==> src/rtl/mem_access_unit_pkg.sv <==
// Shared types and constants for the memory access stage.
package mem_access_unit_pkg;

    localparam int DATA_W        = 8;
    localparam int RADDR_W       = 2;
    localparam int TIMEOUT_LIMIT = 15;
    localparam int CNT_W         = 4;

    typedef enum logic [1:0] {
        IDLE = 2'd0,
        WAIT = 2'd1,
        DONE = 2'd2
    } state_e;

    typedef struct packed {
        logic [DATA_W-1:0]  addr;
        logic [DATA_W-1:0]  wdata;
        logic [RADDR_W-1:0] rd;
        logic               reg_write;
        logic               mem_to_reg;
        logic               we;
    } mem_op_t;

endpackage

==> src/rtl/mem_access_unit_wait_timer.sv <==
// Wait-cycle counter: counts un-acked WAIT cycles and flags the cycle that reaches the limit.
module mem_wait_timer
    import mem_access_unit_pkg::*;
(
    input  logic clk,
    input  logic reset,
    input  logic clear,
    input  logic enable,
    output logic expired
);

    logic [CNT_W-1:0] count_q;
    logic [CNT_W-1:0] count_d;

    always_comb begin
        count_d = count_q;
        if (clear) begin
            count_d = '0;
        end else if (enable) begin
            count_d = count_q + 1'b1;
        end
    end

    // Fires on the cycle whose increment would land on the limit.
    assign expired = enable && (count_q == CNT_W'(TIMEOUT_LIMIT - 1));

    always_ff @(posedge clk) begin
        if (reset) begin
            count_q <= '0;
        end else begin
            count_q <= count_d;
        end
    end

endmodule

==> src/rtl/mem_access_unit.sv <==
// MEM stage: passes ALU ops through, runs loads/stores as a blocking IDLE->WAIT->DONE handshake.
//   state | meaning
//   IDLE  | pass EX through; a load/store is latched and stalls the pipe
//   WAIT  | request driven to data memory until ack or timeout
//   DONE  | present latched op and captured data for one cycle
module mem_access_unit
    import mem_access_unit_pkg::*;
(
    input  logic               clk,
    input  logic               reset,
    input  logic [DATA_W-1:0]  EX_alu_result,
    input  logic [DATA_W-1:0]  EX_store_data,
    input  logic [RADDR_W-1:0] EX_rd,
    input  logic               EX_reg_write,
    input  logic               EX_mem_to_reg,
    input  logic               EX_mem_write,
    output logic [DATA_W-1:0]  MEM_alu_result,
    output logic [DATA_W-1:0]  MEM_mem_data,
    output logic [RADDR_W-1:0] MEM_rd,
    output logic               MEM_reg_write,
    output logic               MEM_mem_to_reg,
    output logic               mem_stall,
    output logic               dmem_req,
    output logic               dmem_we,
    output logic [DATA_W-1:0]  dmem_addr,
    output logic [DATA_W-1:0]  dmem_wdata,
    input  logic [DATA_W-1:0]  dmem_rdata,
    input  logic               dmem_ack,
    output logic               mem_err
);

    state_e            state_q, state_d;
    mem_op_t           op_q, op_d;
    logic [DATA_W-1:0] data_q, data_d;
    logic              err_q, err_d;

    logic timer_clear;
    logic timer_en;
    logic timer_expired;
    logic ex_mem_op;

    assign ex_mem_op   = EX_mem_to_reg | EX_mem_write;
    assign timer_clear = (state_q != WAIT);
    assign timer_en    = (state_q == WAIT) && !dmem_ack;
    assign mem_err     = err_q;

    mem_wait_timer u_wait_timer (
        .clk     (clk),
        .reset   (reset),
        .clear   (timer_clear),
        .enable  (timer_en),
        .expired (timer_expired)
    );

    always_comb begin
        state_d        = state_q;
        op_d           = op_q;
        data_d         = data_q;
        err_d          = err_q;
        MEM_alu_result = '0;
        MEM_mem_data   = '0;
        MEM_rd         = '0;
        MEM_reg_write  = 1'b0;
        MEM_mem_to_reg = 1'b0;
        mem_stall      = 1'b0;
        dmem_req       = 1'b0;
        dmem_we        = 1'b0;
        dmem_addr      = '0;
        dmem_wdata     = '0;

        case (state_q)
            IDLE: begin
                MEM_alu_result = EX_alu_result;
                MEM_rd         = EX_rd;
                MEM_reg_write  = EX_reg_write;
                MEM_mem_to_reg = EX_mem_to_reg;
                mem_stall      = ex_mem_op;
                if (ex_mem_op) begin
                    op_d.addr       = EX_alu_result;
                    op_d.wdata      = EX_store_data;
                    op_d.rd         = EX_rd;
                    op_d.reg_write  = EX_reg_write;
                    op_d.mem_to_reg = EX_mem_to_reg;
                    op_d.we         = EX_mem_write;
                    state_d         = WAIT;
                end
            end
            WAIT: begin
                // MEM_* stay zero here so the stalled cycle reaches MEM/WB as a bubble.
                mem_stall  = 1'b1;
                dmem_req   = 1'b1;
                dmem_we    = op_q.we;
                dmem_addr  = op_q.addr;
                dmem_wdata = op_q.wdata;
                if (dmem_ack) begin
                    data_d  = op_q.mem_to_reg ? dmem_rdata : '0;
                    state_d = DONE;
                end else if (timer_expired) begin
                    data_d  = '0;
                    err_d   = 1'b1;
                    state_d = DONE;
                end
            end
            DONE: begin
                MEM_alu_result = op_q.addr;
                MEM_mem_data   = data_q;
                MEM_rd         = op_q.rd;
                MEM_reg_write  = op_q.reg_write;
                MEM_mem_to_reg = op_q.mem_to_reg;
                state_d        = IDLE;
            end
            default: begin
                state_d = IDLE;
            end
        endcase
    end

    always_ff @(posedge clk) begin
        if (reset) begin
            state_q <= IDLE;
            op_q    <= '0;
            data_q  <= '0;
            err_q   <= 1'b0;
        end else begin
            state_q <= state_d;
            op_q    <= op_d;
            data_q  <= data_d;
            err_q   <= err_d;
        end
    end

endmodule

==> config.mk <==
export PLATFORM = sky130hd
export DESIGN_NAME = mem_access_unit
export DESIGN_NICKNAME = d
export VERILOG_FILES = /design/src/rtl/mem_access_unit_pkg.sv /design/src/rtl/mem_access_unit_wait_timer.sv /design/src/rtl/mem_access_unit.sv
export SDC_FILE = /design/constraint.sdc
export NUM_CORES = 1
export LEC_CHECK = 0
export ABC_CLOCK_PERIOD_IN_PS = 2600
export CORE_AREA = 4 4 67 69
export CTS_CLUSTER_SIZE = 20
export DETAILED_ROUTE_END_ITERATION = 7
export DIE_AREA = 0 0 71 73
export PLACE_DENSITY = 0.79
export REMOVE_ABC_BUFFERS = 1
export SYNTH_ARGS = -nofsm -noshare
export SYNTH_HDL_FRONTEND = slang
export SYNTH_SLANG_ARGS = --single-unit
export TNS_END_PERCENT = 20
==> constraint.sdc <==
create_clock -name clk -period 2.6 [get_ports clk]
set_clock_uncertainty 0.1 [all_clocks]
set_input_delay 0.52 -clock clk [delete_from_list [all_inputs] [get_ports clk]]
set_output_delay 0.52 -clock clk [all_outputs]
set_load 0.005 [all_outputs]
-- After elaboration in Yosys (flattened, before gate mapping)
Index checks and enable logic that the tools add are counted.
Widths: inputs -> output; s select.
- add/subtract/negate cells: 1
- multiply operators: 0
- divide/modulo/power cells: 0
- magnitude comparators: 0
- eq/ne operators: 6
- shift-type cells: 0
- mux-type cells: 17
- bitwise logic cells: 2
- reductions and logical operators: 10
- operators by type and width (cell ; number):
    $mux 8 ; 6
    $pmux 8 s2 ; 1
    $pmux 2 s2 ; 2
    $mux 2 ; 3
    $pmux 1 s2 ; 3
    $reduce_and 2->1 ; 3
    $add 4x1->4 const B ; 1
    $eq 4x4->1 const B ; 1
    $ne 3x3->1 const B ; 1
    $reduce_and 3->1 ; 1
    $eq 2x1->1 const B ; 1
    $eq 2x2->1 const B ; 1
    $logic_and 1x1->1 ; 2
    $logic_not 2->1 ; 1
    $mux 1 ; 2
    $ne 2x1->1 const B ; 1
    $ne 2x2->1 const B ; 1
    $reduce_bool 2->1 ; 1
    $reduce_or 2->1 ; 1
    $logic_not 1->1 ; 1
    $not 1->1 ; 1
    $or 1x1->1 ; 1
- bits in registers: 36
- bits in latches: 0
- RAM bits: 0
- ROM bits: 0
- input port bits: 32
- output and inout port bits: 40
- word-level logic and storage cells: 46
- memories kept: 0

-- Logic depth before layout (Yosys ltp)
Gate-level depths: netlist (run 1).
- depth in word-level cells: 6
- mapped depth: 5
- mapped depth without buffers: 5

-- Cells and area by module
Synthesis (run 1) repeated with hierarchy kept, for this count alone.
- cell total of the unflattened synthesis: 220
- area, all modules: 1969.4 µm²
- modules (own cells, without submodules) (module ; times used ; cells an instance ; area an instance (µm²) ; seq. area each (µm²)):
    mem_access_unit ; 1 ; 201 ; 1769.2 ; 640.6
    mem_wait_timer ; 1 ; 19 ; 200.2 ; 80.1

-- Worst setup path before layout (run 1)
OpenSTA, ideal clock, no wires.
- path type: input-to-output
- start: in EX_mem_write
- end: out mem_stall
- arrival: 1195 ps
- required time: 1980 ps
- path slack: 785 ps
- stages: 3
- buffers on the path: 1
- path through: or2_2 clkbuf_1 a21o_1
- word-level cells in the longest chain between the ends: 2
- ends and longest elaborated chain (item ; line ; RTL):
    start: declaration ; mem_access_unit.sv:16 ; input logic EX_mem_write,
    $or 1x1->1 ; mem_access_unit.sv:42 ; assign ex_mem_op = EX_mem_to_reg | EX_mem_write;
    $pmux 1 s2 ; mem_access_unit.sv:71 ; case (state_q)
    end: declaration ; mem_access_unit.sv:22 ; output logic mem_stall,
No other way between the ends.

-- Worst setup path after layout (run 1)
Ends and elaborated chain as after synthesis.

==> results of run 1 <==
[critical path, cell delays in order]
cell	delay (ns)
clkdlybuf4s50_1	0.41
or2_2	0.32
a21o_1	0.20
clkdlybuf4s50_1	0.44
[worst max path at each step]
stage                       from         endpoint  slack [ns]  cells after the start
global route        EX_mem_write        mem_stall        0.05                      4
floorplan             state_q[1]        mem_stall        0.47                      2
detailed placement  EX_mem_write        mem_stall        0.09                      4
global placement    EX_mem_write        mem_stall        0.08                      4
finish              EX_mem_write        mem_stall        0.09                      4
CTS                   state_q[1]  MEM_mem_data[6]        0.05                      3
[per-stage QoR]
stage,std cells,worst slack [ns]
floorplan,190,0.4734
global placement,322,0.08468
detailed placement,322,0.08542
CTS,330,0.05020
global route,330,0.05405
finish,330,0.09259
[final cells by class]
type,count,area share (%)
Multi-Input combinational cell,150,35.27
Timing Repair Buffer,82,30.47
Sequential cell,36,27.73
Clock buffer,6,3.172
Tap cell,50,2.403
Inverter,4,0.5766
Clock inverter,2,0.3844
[cells by family (layout without fill, tap and decap cells)]
logic type               count (synthesis)  after routing  synth area share [%]
multiplexers                            12             12                 6.922
AND/OR/NAND/NOR                         77             77                 24.15
flip-flops                              36             36                 41.53
buffers and inverters                   22             94                 5.695
adder cells (fa/ha/maj)                  2              2                 1.442
AO/OA/AOI/OAI                           56             56                 18.75
XOR/XNOR                                 3              3                 1.514
[Yosys cell counts (all sizes together)]
cell type,instances
dfxtp,36
and2,25
a21oi,23
nor2,21
o21ai,21
nand3,19
clkbuf,15
mux2i,12
a22o,8
inv,4
nor2b,4
buf,3
nand2,3
ha,2
or2,2
xor2,2
a21o,1
a31o,1
a31oi,1
and3,1
nand4b,1
o32ai,1
or3b,1
xnor2,1
[power groups by stage]
| stage | Sequential, mW | Clock (mW) | Combinational, mW |
|---|---|---|---|
| 3_3_place_gp | 0.621 | 0 | 0.315 |
| 4_1_cts | 0.610 | 0.422 | 0.319 |
| 6_report | 0.611 | 0.408 | 0.316 |
| 5_1_grt | 0.617 | 0.444 | 0.344 |
| 3_5_place_dp | 0.623 | 0 | 0.318 |
| 2_1_floorplan | 0.620 | 0 | 0.126 |
[placed cells by master, fill, tap and decap left out, types with 4 or more instances in the layout]
cell type,count
clkbuf_8,6
nand3_1,19
nor2_1,20
o21ai_0,21
a22o_1,8
clkdlybuf4s50_1,71
inv_1,4
dfxtp_1,35
a21oi_1,22
mux2i_1,12
and2_1,25
buf_4,11
[flip-flops by register name (all words and copies together) (netlist names)]
register              flops
mem_err                   1
op_q                     21
data_q                    8
state_q                   2
u_wait_timer.count_q      4
[layer usage]
metal  global-route usage, %  part of all wire, %  up-vias
li1                        -                    -      854
met1                   20.59                   43      771
met2                   31.51                   50       57
met3                   4.683                  5.8        5
met4                   6.263                  1.5        0
met5                       0                    0        -
==> results.json, run 1 <==
{
  "fin_util_pct": 66.53,
  "rrSetupSlack_ns": 0.82,
  "p_int_mw": 0.9722,
  "p_sw_share_pct": 27.17,
  "avgRoutedWirePerCell_microns": 13.80,
  "ioPinCount": 72,
  "h-tree-depth": 2,
  "track_usage_pct": 17.74,
  "syn_to_final_growth_pct": 50.04,
  "fp.dieH_microns": 73,
  "switchingPower_mw": 0.3627,
  "clk_pin_slew_worst_paths_ns": 0.07,
  "yosysSeqAreaShare_pct": 41.53,
  "die_w_microns": 71,
  "detail_route.wirelength_microns": 4555,
  "leakage_nw": 1.019,
  "antenna_found_initial": 0,
  "timing.final.crit_share_pct": 96.44,
  "yosysUniqueCellTypes": 28,
  "fmax_mhz": 398.8,
  "grt_setup_unrepaired": "no",
  "end_kind": "primary output",
  "dp_hpwl_microns": 3181,
  "drive_gt1_share_pct": 8.929,
  "drv_cap": 0,
  "die-area_sq_um": 5183,
  "cts_num_sinks": 36,
  "netlist_instances": 208,
  "yosys.area.top_type": "dfxtp_1",
  "yosys_warnings": 0,
  "hold_path_startpoint": "data_q[4]",
  "crit_required_ns": 1.98,
  "diodes": 0,
  "yosysTopAreaCellShare_pct": 41.53,
  "rows": 23,
  "worstPathMaxFanout": 2,
  "reg2reg_from": "state_q[1]",
  "grt_overflow_total": 0,
  "cp-start-kind": "input port",
  "place_area_sq_um": 2507,
  "drt_first_pass_iters": 4,
  "hold_end": "data_q[4]",
  "drt-initial-drc-count": 110,
  "final-setup-viol-count": 0,
  "cts_buffers": 5,
  "ctsResizeCount": 0,
  "slew_viol_final": 0,
  "postCtsSetupBuffers": 0,
  "p_seq_share_pct": 45.7,
  "grt_pass1_vias": 1571,
  "core_area_sq_um": 3914,
  "start_util_pct": 44.34,
  "grt_max_degree": 25,
  "pwr_density_cell_nw_per_um2": 512.7,
  "r2r_end": "op_q[16]",
  "synthTopCellsByArea": "dfxtp_1 42%, and2_1 9.0%, mux2i_1 6.9%, a21oi_1 6.3%, o21ai_0 6.1%",
  "total_power_mw": 1.335,
  "clockPowerShare_pct": 30.6,
  "num_vias": 1687,
  "critPathArrivalTime_ns": 1.89,
  "syn_avg_cell_area_sq_um": 8.343,
  "slew_headroom_pct": 54.90,
  "drc": 0,
  "setup_tns_ns": 0,
  "hold_ws_ns": 0.3673,
  "critical_path_class": "in2out",
  "syn_area_sq_um": 1735,
  "synth-seq-cells": 36,
  "hold_depth": 1,
  "seq_area_sq_um": 721.9,
  "antenna_left": 0,
  "status": "completed",
  "ir_worst_vdd_mv": 0.3339,
  "hold_viol_final": 0,
  "holdBufCountCts": 0,
  "cts_buffer_depth": 2,
  "post-route-cell-area_sq_um": 2604,
  "io_buffers": 71,
  "nNetsFinal": 313,
  "cts-root-buf": "clkbuf_8",
  "worstSkewPairLatency_ns": 0.28,
  "worstMarginPinSlew_ns": 0.6766,
  "grt_first_pass_wirelength_microns": 7300,
  "period_minus_slack_ns": 2.507,
  "multi_input_area_sq_um": 918.4,
  "gp_congestion": 0.7748,
  "vias_per_cell": 5.112,
  "cts_tree": "done",
  "comb_power_share_pct": 23.7,
  "hold_path_class": "reg2reg",
  "worst-r2r-cell-count": 4,
  "num-fill-cells": 368
}
Power figures use the tool's default switching activity.
==> run 2, diff against run 1 <==
- PLACE_DENSITY: 0.79 -> 0.83
==> run 2 against run 1 <==
Against the previous run: worst setup slack gained 0.0019 ns; final area shrank 0.53%; sequential power is essentially flat; count of clock-buffer cells in the layout grew 2; critical endpoint unchanged; largest power group unchanged.
==> results.json, run 2 (same netlist as run 1, synthesis figures left out) <==
{
  "multi_input_area_sq_um": 915.9,
  "crit_required_ns": 1.98,
  "postCtsSetupBuffers": 0,
  "place_inst": 321,
  "drc": 0,
  "ir_worst_vdd_mv": 0.3667,
  "post-place-ws_ns": 0.09110,
  "gp_congestion": 0.7614,
  "start_util_pct": 44.34,
  "top_register": "op_q",
  "cts_buffer_depth": 2,
  "num-fill-cells": 356,
  "track_usage_pct": 18.92,
  "ctsResizeCount": 0,
  "largest_reg_flops": 21,
  "largestRegisters": "op_q x21, data_q x8, u_wait_timer.count_q x4",
  "cts_tree": "done",
  "layout_setup_ws_ns": 0.09454,
  "nNetsFinal": 312,
  "critPathArrivalTime_ns": 1.89,
  "cts_num_sinks": 36,
  "final-setup-viol-count": 0,
  "diodes": 0,
  "worstMarginPinSlew_ns": 1.113,
  "period_minus_slack_ns": 2.505,
  "syn_to_final_growth_pct": 49.24,
  "seq_area_sq_um": 720.7,
  "setup_tns_ns": 0,
  "core_area_sq_um": 3914,
  "pwr_density_cell_nw_per_um2": 513.9,
  "ioPinCount": 72,
  "antenna_left": 0,
  "hold_path_class": "reg2reg",
  "timing.final.crit_share_pct": 96.36,
  "detail_route.wirelength_microns": 4751,
  "die_w_microns": 71,
  "grt_pass1_vias": 1621,
  "hold_ws_ns": 0.3669,
  "slew_headroom_pct": 25.54,
  "grt_overflow_total": 0,
  "h-tree-depth": 2,
  "grt_setup_unrepaired": "no",
  "end_kind": "primary output",
  "num_vias": 1720,
  "rows": 23,
  "avgRoutedWirePerCell_microns": 14.44,
  "final_common_cell": "clkdlybuf4s50_1",
  "clk_pin_slew_worst_paths_ns": 0.07,
  "die-area_sq_um": 5183,
  "drive_gt1_share_pct": 7.168,
  "antenna_found_initial": 0,
  "vias_per_cell": 5.228,
  "grt_max_degree": 25,
  "fmax_mhz": 399.1,
  "cts-root-buf": "clkbuf_8",
  "drv_cap": 0,
  "drt-initial-drc-count": 97,
  "leakage_nw": 1.008,
  "most-common-layout-cells": "71 x clkdlybuf4s50_1, 36 x dfxtp_1, 25 x and2_1, 22 x a21oi_1, 21 x o21ai_0",
  "cts_buffers": 5,
  "drt_first_pass_iters": 4,
  "status": "completed",
  "layout.cells.non_filler": 329,
  "hold_viol_final": 0,
  "grt_first_pass_wirelength_microns": 7590,
  "critical_path_class": "in2out",
  "cp-start-kind": "input port",
  "dp_hpwl_microns": 3350,
  "worstPathMaxFanout": 2,
  "fp.dieH_microns": 73,
  "slew_viol_final": 0,
  "worstSkewPairLatency_ns": 0.28,
  "io_buffers": 71,
  "holdBufCountCts": 0
}
run 2: metal layers:
metal / GRT usage (%) / vias to the layer above / routed length (microns)
met4: 10.65 / 0 / 65
met1: 22.18 / 810 / 1962
li1: - / 850 / -
met2: 33.16 / 55 / 2455
met3: 2.617 / 5 / 266
met5: 0 / - / 0
run 2: worst max-delay path, stage by stage:
cell and delay, ns:
clkdlybuf4s50_1 0.41, or2_2 0.32, a21o_1 0.20, clkdlybuf4s50_1 0.44
run 2: layout make-up:
| type | instances | share of cell area (%) |
|---|---|---|
| Tap cell | 50 | 2.415 |
| Sequential cell | 36 | 27.83 |
| Clock buffer | 8 | 3.478 |
| Multi-Input combinational cell | 150 | 35.36 |
| Timing Repair Buffer | 81 | 30.34 |
| Inverter | 4 | 0.5797 |
run 2: final timing paths:
check / from / endpoint / slack (ns) / depth (start not counted)
worst max-delay path: EX_mem_write / mem_stall / 0.09 / 4
worst min-delay path: data_q[5] / data_q[5] / 0.37 / 1
worst max register to register: state_q[1] / op_q[2] / 0.87 / 4
worst min register to register: data_q[5] / data_q[5] / 0.37 / 1
run 2: through the flow:
stage | util, % | total power, mW | cell area (sq um)
after CTS | 66.18 | 1.345 | 2590
after detailed placement | 63.87 | 0.9409 | 2500
after floorplan | - | 0.7466 | 1652
final | 66.18 | 1.331 | 2590
after global routing | 66.18 | 1.394 | 2590
after global placement | 63.87 | 0.9323 | 2500
run 2: where the power goes:
group          total (mW)  switching, mW  leakage (nW)  internal [mW]
Sequential          0.608         0.0212         0.295          0.587
Clock               0.404          0.188        0.0455          0.216
Combinational       0.318          0.146         0.668          0.172
Total                1.33          0.356          1.01          0.975
==> run 3, diff against run 2 <==
- CORE_AREA: 4 4 67 69 -> 4 4 71 73
- DIE_AREA: 0 0 71 73 -> 0 0 75 77
- PLACE_DENSITY: 0.83 -> 0.74
==> run 3 against run 2 <==
Against the previous run: final cell count grew 0.30%; worst setup slack lost 0.0092 ns; utilization shrank 6.8 points; count of clock-buffer cells in the layout is the same; power shrank 0.48%; non-clock buffer count shrank 1; combinational power is essentially flat; global-route usage shrank 2.1 points; critical path type unchanged; fmax shrank 0.37%; hold slack is essentially flat.
==> results.json, run 3 (same netlist as run 1, synthesis figures left out) <==
{
  "status": "completed",
  "antenna_found_initial": 0,
  "fmax_mhz": 397.7,
  "holdBufCountCts": 0,
  "hold_path_class": "reg2reg",
  "gp_congestion": 0.7053,
  "num-fill-cells": 399,
  "track_usage_pct": 16.78,
  "cts_buffer_depth": 2,
  "worstMarginPinSlew_ns": 0.6557,
  "cts_num_sinks": 36,
  "cp-start-kind": "input port",
  "syn_to_final_growth_pct": 48.95,
  "fin_util_pct": 59.37,
  "start_util_pct": 39.86,
  "drv_cap": 0,
  "r2r_end": "op_q[3]",
  "dp_hpwl_microns": 3192,
  "h-tree-depth": 2,
  "io_buffers": 71,
  "cts-root-buf": "clkbuf_8",
  "end_kind": "primary output",
  "slew_viol_final": 0,
  "drt_first_pass_iters": 4,
  "slew_headroom_pct": 56.29,
  "grt_first_pass_wirelength_microns": 7645,
  "place_inst": 322,
  "hold_viol_final": 0,
  "rrSetupSlack_ns": 0.89,
  "drt-initial-drc-count": 137,
  "drive_gt1_share_pct": 6.835,
  "place_area_sq_um": 2495,
  "timing.final.crit_share_pct": 96.72,
  "top_register": "op_q",
  "largest_reg_flops": 21,
  "worst-r2r-cell-count": 4,
  "ir_worst_vdd_mv": 0.2984,
  "leakage_nw": 1.003,
  "cpPeakStageDelay_ns": 0.46,
  "antenna_left": 0,
  "hold_end": "data_q[6]",
  "grt_setup_unrepaired": "no",
  "worstPathMaxFanout": 2,
  "fp.dieH_microns": 77,
  "critical-path-top-delay-family": "buffers and inverters",
  "final-setup-viol-count": 0,
  "detail_route.wirelength_microns": 4546,
  "die-area_sq_um": 5775,
  "core_area_sq_um": 4354,
  "ctsResizeCount": 0,
  "cp_slowest_cell": "clkdlybuf4s50_1",
  "grt_max_degree": 25,
  "post-route-cell-area_sq_um": 2585,
  "postCtsSetupBuffers": 0,
  "pwr_density_cell_nw_per_um2": 512.5,
  "num_vias": 1650,
  "avgRoutedWirePerCell_microns": 13.78,
  "vias_per_cell": 5.000,
  "cts_tree": "done",
  "hold_depth": 1,
  "most-common-layout-cells": "71 x clkdlybuf4s50_1, 36 x dfxtp_1, 25 x and2_1, 22 x a21oi_1, 21 x o21ai_0",
  "largestRegisters": "op_q x21, data_q x8, u_wait_timer.count_q x4",
  "period_minus_slack_ns": 2.515,
  "worstSkewPairLatency_ns": 0.28,
  "die_w_microns": 75,
  "critPathArrivalTime_ns": 1.89,
  "rows": 24,
  "grt_pass1_vias": 1605,
  "total_power_mw": 1.325,
  "layout.cells.non_filler": 330,
  "hold_path_startpoint": "data_q[6]",
  "diodes": 0,
  "nNetsFinal": 311,
  "drc": 0,
  "setup_tns_ns": 0,
  "ioPinCount": 72,
  "critical_path_class": "in2out",
  "cts_buffers": 5,
  "layout_setup_ws_ns": 0.08536,
  "grt_overflow_total": 0,
  "crit_chain": "clkdlybuf4s50_1, or2_2, a21o_1, clkdlybuf4s50_1",
  "crit_required_ns": 1.98,
  "clk_pin_slew_worst_paths_ns": 0.07,
  "crit_path_frequent_cell": "clkdlybuf4s50_1",
  "post-place-ws_ns": 0.07956,
  "final_common_cell": "clkdlybuf4s50_1",
  "path_buf_inv": 2,
  "reg2reg_from": "state_q[1]",
  "hold_ws_ns": 0.3667
}
## run 3: cell count changes in the layout (fill, tap and decap cells not counted), sizes merged
cell / previous run / this run
buf: 10 / 9
## run 3: worst reg2reg max path: cells and delay by family, from the launching register on
family          cells  cell delay, ns
simple gates        1            0.57
compound gates      2            0.37
flops               1            0.34
buf+inv             1            0.26
## run 3: power by group
part           internal, mW  total (mW)  switching (mW)
clock network         0.216       0.404           0.188
registers             0.587       0.604          0.0173
logic                 0.170       0.317           0.147
## run 3: worst max-delay path by stage
stage	from	end	depth (start not counted)
finish	EX_mem_write	mem_stall	4
CTS	EX_mem_write	mem_stall	4
global placement	EX_mem_write	mem_stall	4
global route	state_q[0]	MEM_mem_data[4]	4
floorplan	state_q[1]	mem_stall	2
detailed placement	EX_mem_write	mem_stall	4
## run 3: layout make-up
class / instances / area, sq um / share of cell area (%)
Sequential cell: 36 / 720.7 / 27.88
Clock buffer: 8 / 90.09 / 3.485
Tap cell: 52 / 65.06 / 2.517
Timing Repair Buffer: 80 / 778.2 / 30.11
Multi-Input combinational cell: 150 / 915.9 / 35.43
Inverter: 4 / 15.01 / 0.5808
## run 3: routing by layer
metal	GRT usage (%)	vias to the layer above	wire [microns]
li1	-	847	-
met1	22.42	756	2029
met2	26.05	42	2192
met3	2.353	5	245
met4	8.007	0	78
met5	0	-	0
